===== src/rtl/fp_divider.sv =====
// -----------------------------------------------------------------------------
// fp_divider -- multi-cycle IEEE-754 single-precision divider (Resultado = A / B)
//
// Purpose:
//   Accepts one operand pair per handshake and produces the quotient 28 clock
//   edges after the accept edge, whatever the operand values are. The mantissas
//   are divided by a restoring radix-2 divider that produces one quotient bit
//   per cycle. Subnormal inputs are flushed to signed zero, and results are
//   never subnormal.
//
// Ports:
//   clk         in   1  single clock, rising edge
//   rst         in   1  synchronous active-high reset
//   in_valid    in   1  operands valid
//   in_ready    out  1  block can accept operands (IDLE and not in reset)
//   Operando_A  in  32  dividend (IEEE-754 single)
//   Operando_B  in  32  divisor  (IEEE-754 single)
//   out_valid   out  1  result valid, held until out_ready
//   out_ready   in   1  consumer takes result
//   Resultado   out 32  quotient A / B
//   Div_cero    out  1  finite nonzero A divided by zero B
//
// Configuration:
//   FP_DIV_RNE_EN  defined   -> round to nearest even (guard + sticky)
//                  undefined -> truncate (round toward zero)
//   Latency is the same in both builds.
// -----------------------------------------------------------------------------
module fp_divider (
  input  logic        clk,
  input  logic        rst,
  input  logic        in_valid,
  output logic        in_ready,
  input  logic [31:0] Operando_A,
  input  logic [31:0] Operando_B,
  output logic        out_valid,
  input  logic        out_ready,
  output logic [31:0] Resultado,
  output logic        Div_cero
);

  typedef enum logic [1:0] {IDLE, DIVIDE, NORM, DONE} state_t;

  state_t             state_q;
  logic [31:0]        a_q, b_q;
  logic [4:0]         cnt_q;
  logic signed [9:0]  exp_q;
  logic [24:0]        rem_q;
  logic [25:0]        quo_q;
  logic [31:0]        res_q;
  logic               dz_q;
  logic               valid_q;

  // Operand fields
  logic [7:0]  ea, eb;
  logic [22:0] fa, fb;
  logic        sign;
  logic        a_zero, b_zero, a_inf, b_inf, a_nan, b_nan;

  assign ea   = a_q[30:23];
  assign eb   = b_q[30:23];
  assign fa   = a_q[22:0];
  assign fb   = b_q[22:0];
  assign sign = a_q[31] ^ b_q[31];

  // Exponent 0 covers both true zero and subnormals (flushed to zero).
  assign a_zero = (ea == 8'h00);
  assign b_zero = (eb == 8'h00);
  assign a_inf  = (ea == 8'hFF) && (fa == 23'd0);
  assign b_inf  = (eb == 8'hFF) && (fb == 23'd0);
  assign a_nan  = (ea == 8'hFF) && (fa != 23'd0);
  assign b_nan  = (eb == 8'hFF) && (fb != 23'd0);

  // ---------------------------------------------------------------------------
  // Restoring divide step. The partial remainder always stays below 2*{1,fb},
  // so 25 bits hold it, and a 26-bit trial subtraction gives the borrow.
  // ---------------------------------------------------------------------------
  logic [25:0]       diff;
  logic              q_bit;
  logic [24:0]       rem_sel;
  logic [24:0]       rem_d;
  logic [25:0]       quo_d;
  logic signed [9:0] exp_d;

  always_comb begin
    diff    = {1'b0, rem_q} - {2'b00, 1'b1, fb};
    q_bit   = ~diff[25];
    rem_sel = q_bit ? diff[24:0] : rem_q;
    rem_d   = rem_sel << 1;
    quo_d   = {quo_q[24:0], q_bit};
    // Biased quotient exponent; range -126..380 fits a 10-bit signed value.
    exp_d   = $signed({2'b00, ea}) - $signed({2'b00, eb}) + 10'sd127;
  end

  // ---------------------------------------------------------------------------
  // Normalisation, rounding and result selection (used in NORM)
  // The quotient lies in (0.5, 2): bit 25 is the integer bit when set,
  // otherwise the value is shifted left by one and the exponent drops by one.
  // ---------------------------------------------------------------------------
  logic [23:0]       mant;
  logic              guard, sticky, round_up;
  logic signed [9:0] exp_n, exp_f;
  logic [24:0]       mant_r;
  logic [22:0]       frac_f;
  logic [31:0]       res_d;
  logic              dz_d;

`ifndef FP_DIV_RNE_EN
  // Guard and sticky are not needed when truncating.
  logic unused_round;
  assign unused_round = guard ^ sticky;
`endif

  always_comb begin
    if (quo_q[25]) begin
      mant   = quo_q[25:2];
      guard  = quo_q[1];
      sticky = quo_q[0] | (|rem_q);
      exp_n  = exp_q;
    end else begin
      mant   = quo_q[24:1];
      guard  = quo_q[0];
      sticky = |rem_q;
      exp_n  = exp_q - 10'sd1;
    end

`ifdef FP_DIV_RNE_EN
    round_up = guard & (sticky | mant[0]);
`else
    round_up = 1'b0;
`endif

    mant_r = {1'b0, mant} + {24'd0, round_up};
    // A rounding carry makes the mantissa 10.000..0: the fraction becomes zero
    // and the exponent moves up by one.
    if (mant_r[24]) begin
      frac_f = mant_r[23:1];
      exp_f  = exp_n + 10'sd1;
    end else begin
      frac_f = mant_r[22:0];
      exp_f  = exp_n;
    end

    dz_d = 1'b0;
    if (a_nan || b_nan || (a_zero && b_zero) || (a_inf && b_inf)) begin
      res_d = 32'h7FC0_0000;
    end else if (a_inf) begin
      res_d = {sign, 8'hFF, 23'd0};
    end else if (b_inf) begin
      res_d = {sign, 31'd0};
    end else if (a_zero) begin
      res_d = {sign, 31'd0};
    end else if (b_zero) begin
      res_d = {sign, 8'hFF, 23'd0};
      dz_d  = 1'b1;
    end else if (exp_f >= 10'sd255) begin
      res_d = {sign, 8'hFF, 23'd0};
    end else if (exp_f <= 10'sd0) begin
      res_d = {sign, 31'd0};
    end else begin
      res_d = {sign, exp_f[7:0], frac_f};
    end
  end

  // ---------------------------------------------------------------------------
  // Control FSM with registered outputs
  // DIVIDE spends one cycle (cnt 0) loading the remainder and exponent, then
  // 26 cycles producing quotient bits; NORM then registers the result, which
  // places out_valid 28 edges after the accept edge.
  // ---------------------------------------------------------------------------
  always_ff @(posedge clk) begin
    if (rst) begin
      state_q <= IDLE;
      valid_q <= 1'b0;
      res_q   <= 32'd0;
      dz_q    <= 1'b0;
      cnt_q   <= 5'd0;
    end else begin
      case (state_q)
        IDLE: begin
          if (in_valid) begin
            a_q     <= Operando_A;
            b_q     <= Operando_B;
            cnt_q   <= 5'd0;
            state_q <= DIVIDE;
          end
        end
        DIVIDE: begin
          if (cnt_q == 5'd0) begin
            exp_q <= exp_d;
            rem_q <= {2'b01, fa};
            quo_q <= 26'd0;
          end else begin
            rem_q <= rem_d;
            quo_q <= quo_d;
          end
          cnt_q <= cnt_q + 5'd1;
          if (cnt_q == 5'd26) begin
            state_q <= NORM;
          end
        end
        NORM: begin
          res_q   <= res_d;
          dz_q    <= dz_d;
          valid_q <= 1'b1;
          state_q <= DONE;
        end
        DONE: begin
          if (out_ready) begin
            valid_q <= 1'b0;
            state_q <= IDLE;
          end
        end
        default: state_q <= IDLE;
      endcase
    end
  end

  assign in_ready  = (state_q == IDLE) && !rst;
  assign out_valid = valid_q;
  assign Resultado = res_q;
  assign Div_cero  = dz_q;

endmodule


===== config.mk =====
export PLATFORM = sky130hd
export DESIGN_NAME = fp_divider
export DESIGN_NICKNAME = d
export VERILOG_FILES = /design/src/rtl/fp_divider.sv
export SDC_FILE = /design/constraint.sdc
export NUM_CORES = 1
export LEC_CHECK = 0
export ABC_AREA = 1
export CAP_MARGIN = 20
export CORE_MARGIN = 4
export CORE_UTILIZATION = 30
export DETAILED_ROUTE_END_ITERATION = 10
export PLACE_DENSITY = 0.49
export RECOVER_POWER = 25
export SLEW_MARGIN = 20
export SYNTH_ARGS = -nofsm -noshare
export SYNTH_HDL_FRONTEND = slang
export SYNTH_SLANG_ARGS = --single-unit
export TNS_END_PERCENT = 100

===== constraint.sdc =====
create_clock -name clk -period 4.65 [get_ports clk]
set_input_delay 0.465 -clock clk [delete_from_list [all_inputs] [get_ports clk]]
set_output_delay 0.465 -clock clk [all_outputs]
set_load 0.02 [all_outputs]

==> results of run 1 <==
==> state kept, by name, summed over array words and instances, names as in the netlist <==
register / flops
Resultado: 32
a_q: 32
Div_cero: 1
cnt_q: 5
state_q: 2
out_valid: 1
quo_q: 26
exp_q: 10
rem_q: 25
b_q: 32
==> cells in the final DEF, fill, tap and decap left out, types with 3 or more instances in the layout <==
| cell type | netlist | final |
|---|---|---|
| xnor2_1 | 8 | 8 |
| nor3_1 | 18 | 18 |
| nand2_1 | 189 | 189 |
| a21o_1 | 3 | 3 |
| clkdlybuf4s50_1 | 0 | 38 |
| inv_2 | 3 | 3 |
| a21oi_1 | 76 | 76 |
| clkbuf_16 | 0 | 18 |
| dlygate4sd3_1 | 0 | 64 |
| o21bai_1 | 4 | 4 |
| o21ai_0 | 77 | 76 |
| nand3_1 | 80 | 80 |
| buf_4 | 6 | 6 |
| dfxtp_1 | 41 | 41 |
| xor2_1 | 15 | 15 |
| edfxtp_1 | 125 | 125 |
| inv_1 | 133 | 133 |
| o21ai_2 | 2 | 3 |
| clkinv_8 | 0 | 3 |
| or2_2 | 4 | 4 |
| nand3b_1 | 3 | 3 |
| inv_6 | 0 | 3 |
| clkbuf_1 | 17 | 3 |
| nor2_4 | 1 | 3 |
| o211ai_1 | 12 | 12 |
| nor4_1 | 3 | 3 |
| nor2_1 | 125 | 123 |
| diode_2 | 0 | 5 |
| nand4_1 | 25 | 25 |
| nand2_2 | 6 | 6 |
| inv_8 | 0 | 5 |
| ha_1 | 40 | 40 |
| o21ai_1 | 5 | 5 |
==> through the flow <==
stage,power [mW],instance area [µm²],setup WS [ns],instances,hold slack (ns)
floorplan,3.23,9030,0.668,1051,0.468
global placement,3.74,10500,1.80,1522,0.455
detailed placement,3.75,10500,1.71,1522,0.456
CTS,5.21,11100,1.69,1554,0.468
global route,5.49,11100,1.36,1557,0.485
finish,5.11,11100,1.70,1559,0.465
==> worst max-delay path by stage <==
stage | startpoint | endpoint | cells after the start
floorplan | rst | a_q[0] | 4
global placement | rst | a_q[6] | 6
detailed placement | rem_q[2] | rem_q[19] | 12
CTS | rem_q[2] | rem_q[17] | 12
global route | rem_q[2] | rem_q[17] | 12
finish | rem_q[2] | rem_q[17] | 12
==> area by class of cell <==
class                   instances  area [µm²]
diodes                          5        12.5
clock buffers                  18         450
clock inverters                14         153
fillers                      3059       18600
inverters                     137         515
multi-input cells             718        3800
flip-flops and latches        166        4570
well taps                     390         488
repair buffers                111        1080
==> metal layers <==
layer,track usage,vias to the layer above
met3,0.0276,16
met5,0,-
met1,0.181,3265
met4,0.0315,2
li1,-,3770
met2,0.216,143
==> kinds of logic after synthesis <==
group | count (synthesis) | synth area share
simple gates | 461 | 0.221
compound gates | 192 | 0.116
buf+inv | 167 | 0.0741
flops | 166 | 0.507
fa+ha+maj | 42 | 0.0599
xor+xnor | 23 | 0.0223
==> power by group through the flow <==
stage	logic, mW	registers [mW]	clock network, mW
floorplan	1.15	2.08	0
CTS	1.69	2.03	1.49
global route	1.89	2.05	1.54
detailed placement	1.68	2.06	0
finish	1.65	2.03	1.44
global placement	1.68	2.06	0
==> critical path: stages (launching register included) <==
cell and delay [ns]:
edfxtp_1 0.41, ha_1 0.36, a21oi_1 0.17, nand2_1 0.16, nand2_1 0.11, nand2_2 0.10
nand2_1 0.08, nand2_1 0.11, nand4_1 0.16, nand2_2 0.44, or2_2 0.46, nand3_1 0.08
nand2_1 0.07
==> results.sh, run 1 <==
export IMPL_end_kind="flop"
export IMPL_cts_htree_levels=4
export IMPL_p_leak_nw=4.42
export IMPL_min_to="Resultado[11]"
export IMPL_syn_nets=1161
export IMPL_synth_top_area_frac=0.416
export IMPL_die_y_um=181
export IMPL_vias=7196
export IMPL_syn_inst=1051
export IMPL_clk_latency_ns=0.43
export IMPL_maxSlewViolCount=0
export IMPL_routed_wl_um=21800
export IMPL_hold_path_class="reg -> reg"
export IMPL_track_usage=0.132
export IMPL_core_area_um2=29600
export IMPL_post_route_min_period_ns=2.95
export IMPL_synth_area_top_cells="edfxtp_1, dfxtp_1, nand2_1, ha_1, inv_1"
export IMPL_share_comb_of_total_power=0.322
export IMPL_seqPwrFrac=0.396
export IMPL_arrival_ns=3.13
export IMPL_wl_per_cell_um=14.0
export IMPL_antenna_found_initial=6
export IMPL_gp_congestion=0.889
export IMPL_grt_pass1_wl_um=35600
export IMPL_pwr_density_cell_nw_per_um2=462
export IMPL_cts_hold_buffers_added=0
export IMPL_outcome="finished, final reports clean"
export IMPL_synth_largest_area_cell="edfxtp_1"
export IMPL_ff2ff_path_depth=12
export IMPL_rsz0062_at_grt="no"
export IMPL_std_cell_rows=63
export IMPL_slew_headroom=0.178
export IMPL_wirelength_met1_um=10800
export IMPL_final_util=0.374
export IMPL_synth_seq_area_share=0.507
export IMPL_hp_start="Resultado[11]"
export IMPL_grt_max_degree=65
export IMPL_hold_viol_final=0
export IMPL_synth_edf_count=125
export IMPL_cts_sinks=166
export IMPL_met2_length_um=9760
export IMPL_skew_ns=0.0152
export IMPL_rrSetupSlack_ns=1.70
export IMPL_internal_power_mw=3.23
export IMPL_drive_gt1_frac=0.0524
export IMPL_switching_share=0.368
export IMPL_cts_root_buf="clkbuf_16"
export IMPL_cts_max_path_buffers=2
export IMPL_clkPwrFrac=0.282
export IMPL_dr_pass1_iters=5
export IMPL_cts_buffers=17
export IMPL_ios=103
export IMPL_synth_most_common_cell="nand2_1"
export IMPL_crit_type="reg -> reg"
export IMPL_path_max_fanout=45
export IMPL_cts_tree="yes"
export IMPL_dieArea_um2=32900
export IMPL_tns_ns=0
export IMPL_cts_resized=0
export IMPL_peakVddDrop_mv=0.239
export IMPL_syn_area_um2=9030
export IMPL_max_freq_ghz=0.338
export IMPL_route_detailed_drc=0
export IMPL_syn_avg_cell_area_um2=8.59
export IMPL_synth_top_cells_by_count="nand2_1, inv_1, edfxtp_1, nor2_1, nand3_1"
export IMPL_syn_to_final_growth_pct=22.7
export IMPL_initial_core_util=0.305
export IMPL_grt_pass1_vias=7034
export IMPL_gr_total_overflow=0
export IMPL_async_reset_ff_frac=0
export IMPL_postCtsSetupBuffers=0
export IMPL_reg2reg_to="rem_q[17]"
export IMPL_die_width_um=181
export IMPL_synth_ff_type="edfxtp_1"
export IMPL_worst_pin_slew_ns=1.23
export IMPL_clk_pin_slew_ns=0.08
export IMPL_final_nets=1261
export IMPL_top_layer_used="met5"
export IMPL_hpwl_um=16300
export IMPL_synth_seq_cells=166
export IMPL_io_buffers=102
export IMPL_drtIter0Drc=394
export IMPL_synth_cell_types=46
export IMPL_period_share=0.635
export IMPL_viasPerCell=4.62
export IMPL_max_cap_violations=0
export IMPL_ant_nets=0
export IMPL_setup_viol=0
export IMPL_wl_met3_um=976
export IMPL_power_switching_mw=1.88
export IMPL_critPathRequiredTime_ns=4.83
export IMPL_synth_warnings=0
export IMPL_start_kind="flop"
export IMPL_rr_startpoint="rem_q[2]"
export IMPL_hold_depth=2
Power figures use the tool's default switching activity.
==> inputs of run 2 (changes only) <==
--- a/config.mk
+++ b/config.mk
@@ -10,7 +10,7 @@
 export CORE_MARGIN = 4
 export CORE_UTILIZATION = 30
 export DETAILED_ROUTE_END_ITERATION = 10
-export PLACE_DENSITY = 0.49
+export PLACE_DENSITY = 0.51
 export RECOVER_POWER = 25
 export SLEW_MARGIN = 20
 export SYNTH_ARGS = -nofsm -noshare
==> constraint.sdc (replaced) <==
create_clock -name clk -period 2.6 [get_ports clk]
set_input_delay 0.26 -clock clk [delete_from_list [all_inputs] [get_ports clk]]
set_output_delay 0.26 -clock clk [all_outputs]
set_load 0.02 [all_outputs]
==> run 2 against run 1 <==
Compared with the run above:
- clock skew increased by 0.0017 ns
- worst hold slack got worse by 0.023 ns
- via count increased by 2.6%
- critical endpoint is now rem_q[19]
- critical path depth decreased by 2
- non-clock buffer count increased by 33
- sequential share of layout area decreased by 1.3 points
- combinational power increased by 97%
- final cell count increased by 2.0%
- setup slack got worse by 1.6 ns
- flip-flop and latch count unchanged
- routed wire length increased by 3.6%
- largest power group unchanged
- design area increased by 3.3%
==> results.sh, run 2 (synthesized netlist as in run 1, its figures left out) <==
export IMPL_crit_path_cell_trace="ha_1 > fa_1 > o21ai_2 > a21oi_2 > o21ai_1 > nand2_1 > nand3_1 > nand3_1 > nand3_1 > nand2_1"
export IMPL_dieArea_um2=32900
export IMPL_final_cell_mix="nand2_1, inv_1, edfxtp_1, nor2_1, nand3_1"
export IMPL_grt_pass1_wl_um=36400
export IMPL_min_to="a_q[7]"
export IMPL_cpPeakStageDelay_ns=0.42
export IMPL_clk_pin_slew_ns=0.08
export IMPL_drtIter0Drc=353
export IMPL_nFillCells=3043
export IMPL_core_area_um2=29600
export IMPL_grt_max_degree=65
export IMPL_slowest_stage="fa_1"
export IMPL_cts_buffers=17
export IMPL_rr_startpoint="b_q[0]"
export IMPL_clkPwrFrac=0.274
export IMPL_post_route_min_period_ns=2.48
export IMPL_wirelength_met1_um=10900
export IMPL_dr_pass1_iters=5
export IMPL_cts_sinks=166
export IMPL_top_layer_used="met5"
export IMPL_hpwl_um=17000
export IMPL_wl_per_cell_um=14.2
export IMPL_wl_met3_um=942
export IMPL_routed_wl_um=22500
export IMPL_start_kind="flop"
export IMPL_arrival_ns=2.66
export IMPL_final_nets=1295
export IMPL_track_usage=0.136
export IMPL_initial_core_util=0.305
export IMPL_hold_depth=1
export IMPL_worst_pin_slew_ns=1.20
export IMPL_path_max_fanout=4
export IMPL_crit_type="reg -> reg"
export IMPL_hp_start="Operando_A[7]"
export IMPL_power_switching_mw=3.51
export IMPL_hold_slack_ns=0.442
export IMPL_gr_total_overflow=0
export IMPL_drive_gt1_frac=0.0927
export IMPL_seqPwrFrac=0.382
export IMPL_setup_viol=0
export IMPL_io_buffers=102
export IMPL_skew_ns=0.0169
export IMPL_share_comb_of_total_power=0.344
export IMPL_vias=7382
export IMPL_ant_nets=0
export IMPL_ff2ff_path_depth=10
export IMPL_std_cell_rows=63
export IMPL_path_common_cell="nand3_1"
export IMPL_maxSlewViolCount=0
export IMPL_p_leak_nw=4.61
export IMPL_cts_tree="yes"
export IMPL_met2_length_um=10300
export IMPL_route_detailed_drc=0
export IMPL_final_common_cell="nand2_1"
export IMPL_post_place_ws_ns=-0.0207
export IMPL_die_width_um=181
export IMPL_end_kind="flop"
export IMPL_max_cap_violations=0
export IMPL_slew_headroom=0.202
export IMPL_hold_path_class="in -> reg"
export IMPL_cts_htree_levels=4
export IMPL_layout_area_seq_um2=4570
export IMPL_period_share=0.953
export IMPL_switching_share=0.372
export IMPL_peakVddDrop_mv=0.383
export IMPL_cts_root_buf="clkbuf_16"
export IMPL_outcome="finished, final reports clean"
export IMPL_fin_ws_ns=0.123
export IMPL_syn_to_final_growth_pct=26.7
export IMPL_cts_hold_buffers_added=0
export IMPL_grt_pass1_vias=7205
export IMPL_die_y_um=181
export IMPL_max_freq_ghz=0.404
export IMPL_clk_latency_ns=0.44
export IMPL_gp_congestion=0.859
export IMPL_viasPerCell=4.64
export IMPL_reg2reg_to="rem_q[19]"
export IMPL_ios=103
export IMPL_antenna_found_initial=4
export IMPL_pwr_density_cell_nw_per_um2=826
export IMPL_rrSetupSlack_ns=0.12
export IMPL_cts_max_path_buffers=2
export IMPL_hold_viol_final=0
export IMPL_multi_input_area_um2=3890
export IMPL_critPathRequiredTime_ns=2.78
export IMPL_internal_power_mw=5.94
==> run 2: cell count changes in the layout (fill, tap and decap cells not counted), sizes merged <==
cell      change
clkinvlp      -2
nand2         +1
clkinv        +3
buf          +35
diode         -3
clkbuf        -3
==> run 2: repair_timing <==
| item | 4_1_cts | 5_1_grt |
|---|---|---|
| pin swaps | 0 | 2 |
| endpoints found under the setup margin | 2 | 22 |
| buffers inserted | 0 | 4 |
| cloned | 0 | 1 |
| gates resized for setup | 1 | 22 |
==> run 2: metal layers <==
metal | GRT usage | vias up
met3 | 0.0280 | 31
met2 | 0.222 | 142
met5 | 0 | -
met4 | 0.0384 | 4
li1 | - | 3848
met1 | 0.184 | 3357
==> run 2: critical path: cells and delay by family (launching register included) <==
| family | cells | cell delay, ns |
|---|---|---|
| AOI/OAI and AO/OA | 3 | 0.73 |
| adders and majority gates | 2 | 0.66 |
| and+or+nand+nor | 5 | 0.45 |
| DFF | 1 | 0.40 |
==> run 2: power groups by stage <==
stage	logic (mW)	clock network, mW	registers, mW
CTS	3.23	2.67	3.61
finish	3.25	2.59	3.62
floorplan	2.06	0	3.71
global route	3.68	2.75	3.66
global placement	3.20	0	3.67
detailed placement	3.22	0	3.67
==> run 2: worst max path at each step <==
stage,startpoint,end,depth (start not counted)
floorplan,state_q[1],cnt_q[4],6
global placement,b_q[0],rem_q[19],10
detailed placement,b_q[0],rem_q[19],10
CTS,b_q[16],rem_q[12],10
global route,rem_q[16],rem_q[4],11
finish,b_q[0],rem_q[19],10
==> run 2: area by class of cell <==
cell class,instances,share of cell area
Inverter,137,0.0450
Multi-Input combinational cell,719,0.340
Antenna cell,2,0.000437
Tap cell,390,0.0426
Clock inverter,15,0.0156
Clock buffer,17,0.0372
Timing Repair Buffer,144,0.120
Sequential cell,166,0.400
==> run 2: metrics by stage <==
step	area, µm²	power (mW)	TNS [ns]	utilization	std cells
after floorplan	9040	5.77	0	-	1051
after global placement	10700	6.86	0	0.362	1551
after detailed placement	10700	6.89	-0.0207	0.362	1551
after CTS	11300	9.51	0	0.382	1583
after global routing	11400	10.1	-0.0158	0.386	1589
final	11400	9.45	0	0.386	1590
==> inputs of run 3 (changes only) <==
--- a/config.mk
+++ b/config.mk
@@ -12,7 +12,6 @@
 export DETAILED_ROUTE_END_ITERATION = 10
 export PLACE_DENSITY = 0.51
 export RECOVER_POWER = 25
-export SLEW_MARGIN = 20
 export SYNTH_ARGS = -nofsm -noshare
 export SYNTH_HDL_FRONTEND = slang
 export SYNTH_SLANG_ARGS = --single-unit
==> results of run 3 <==
Final layout, timing and power as in run 2 (identical DEF).
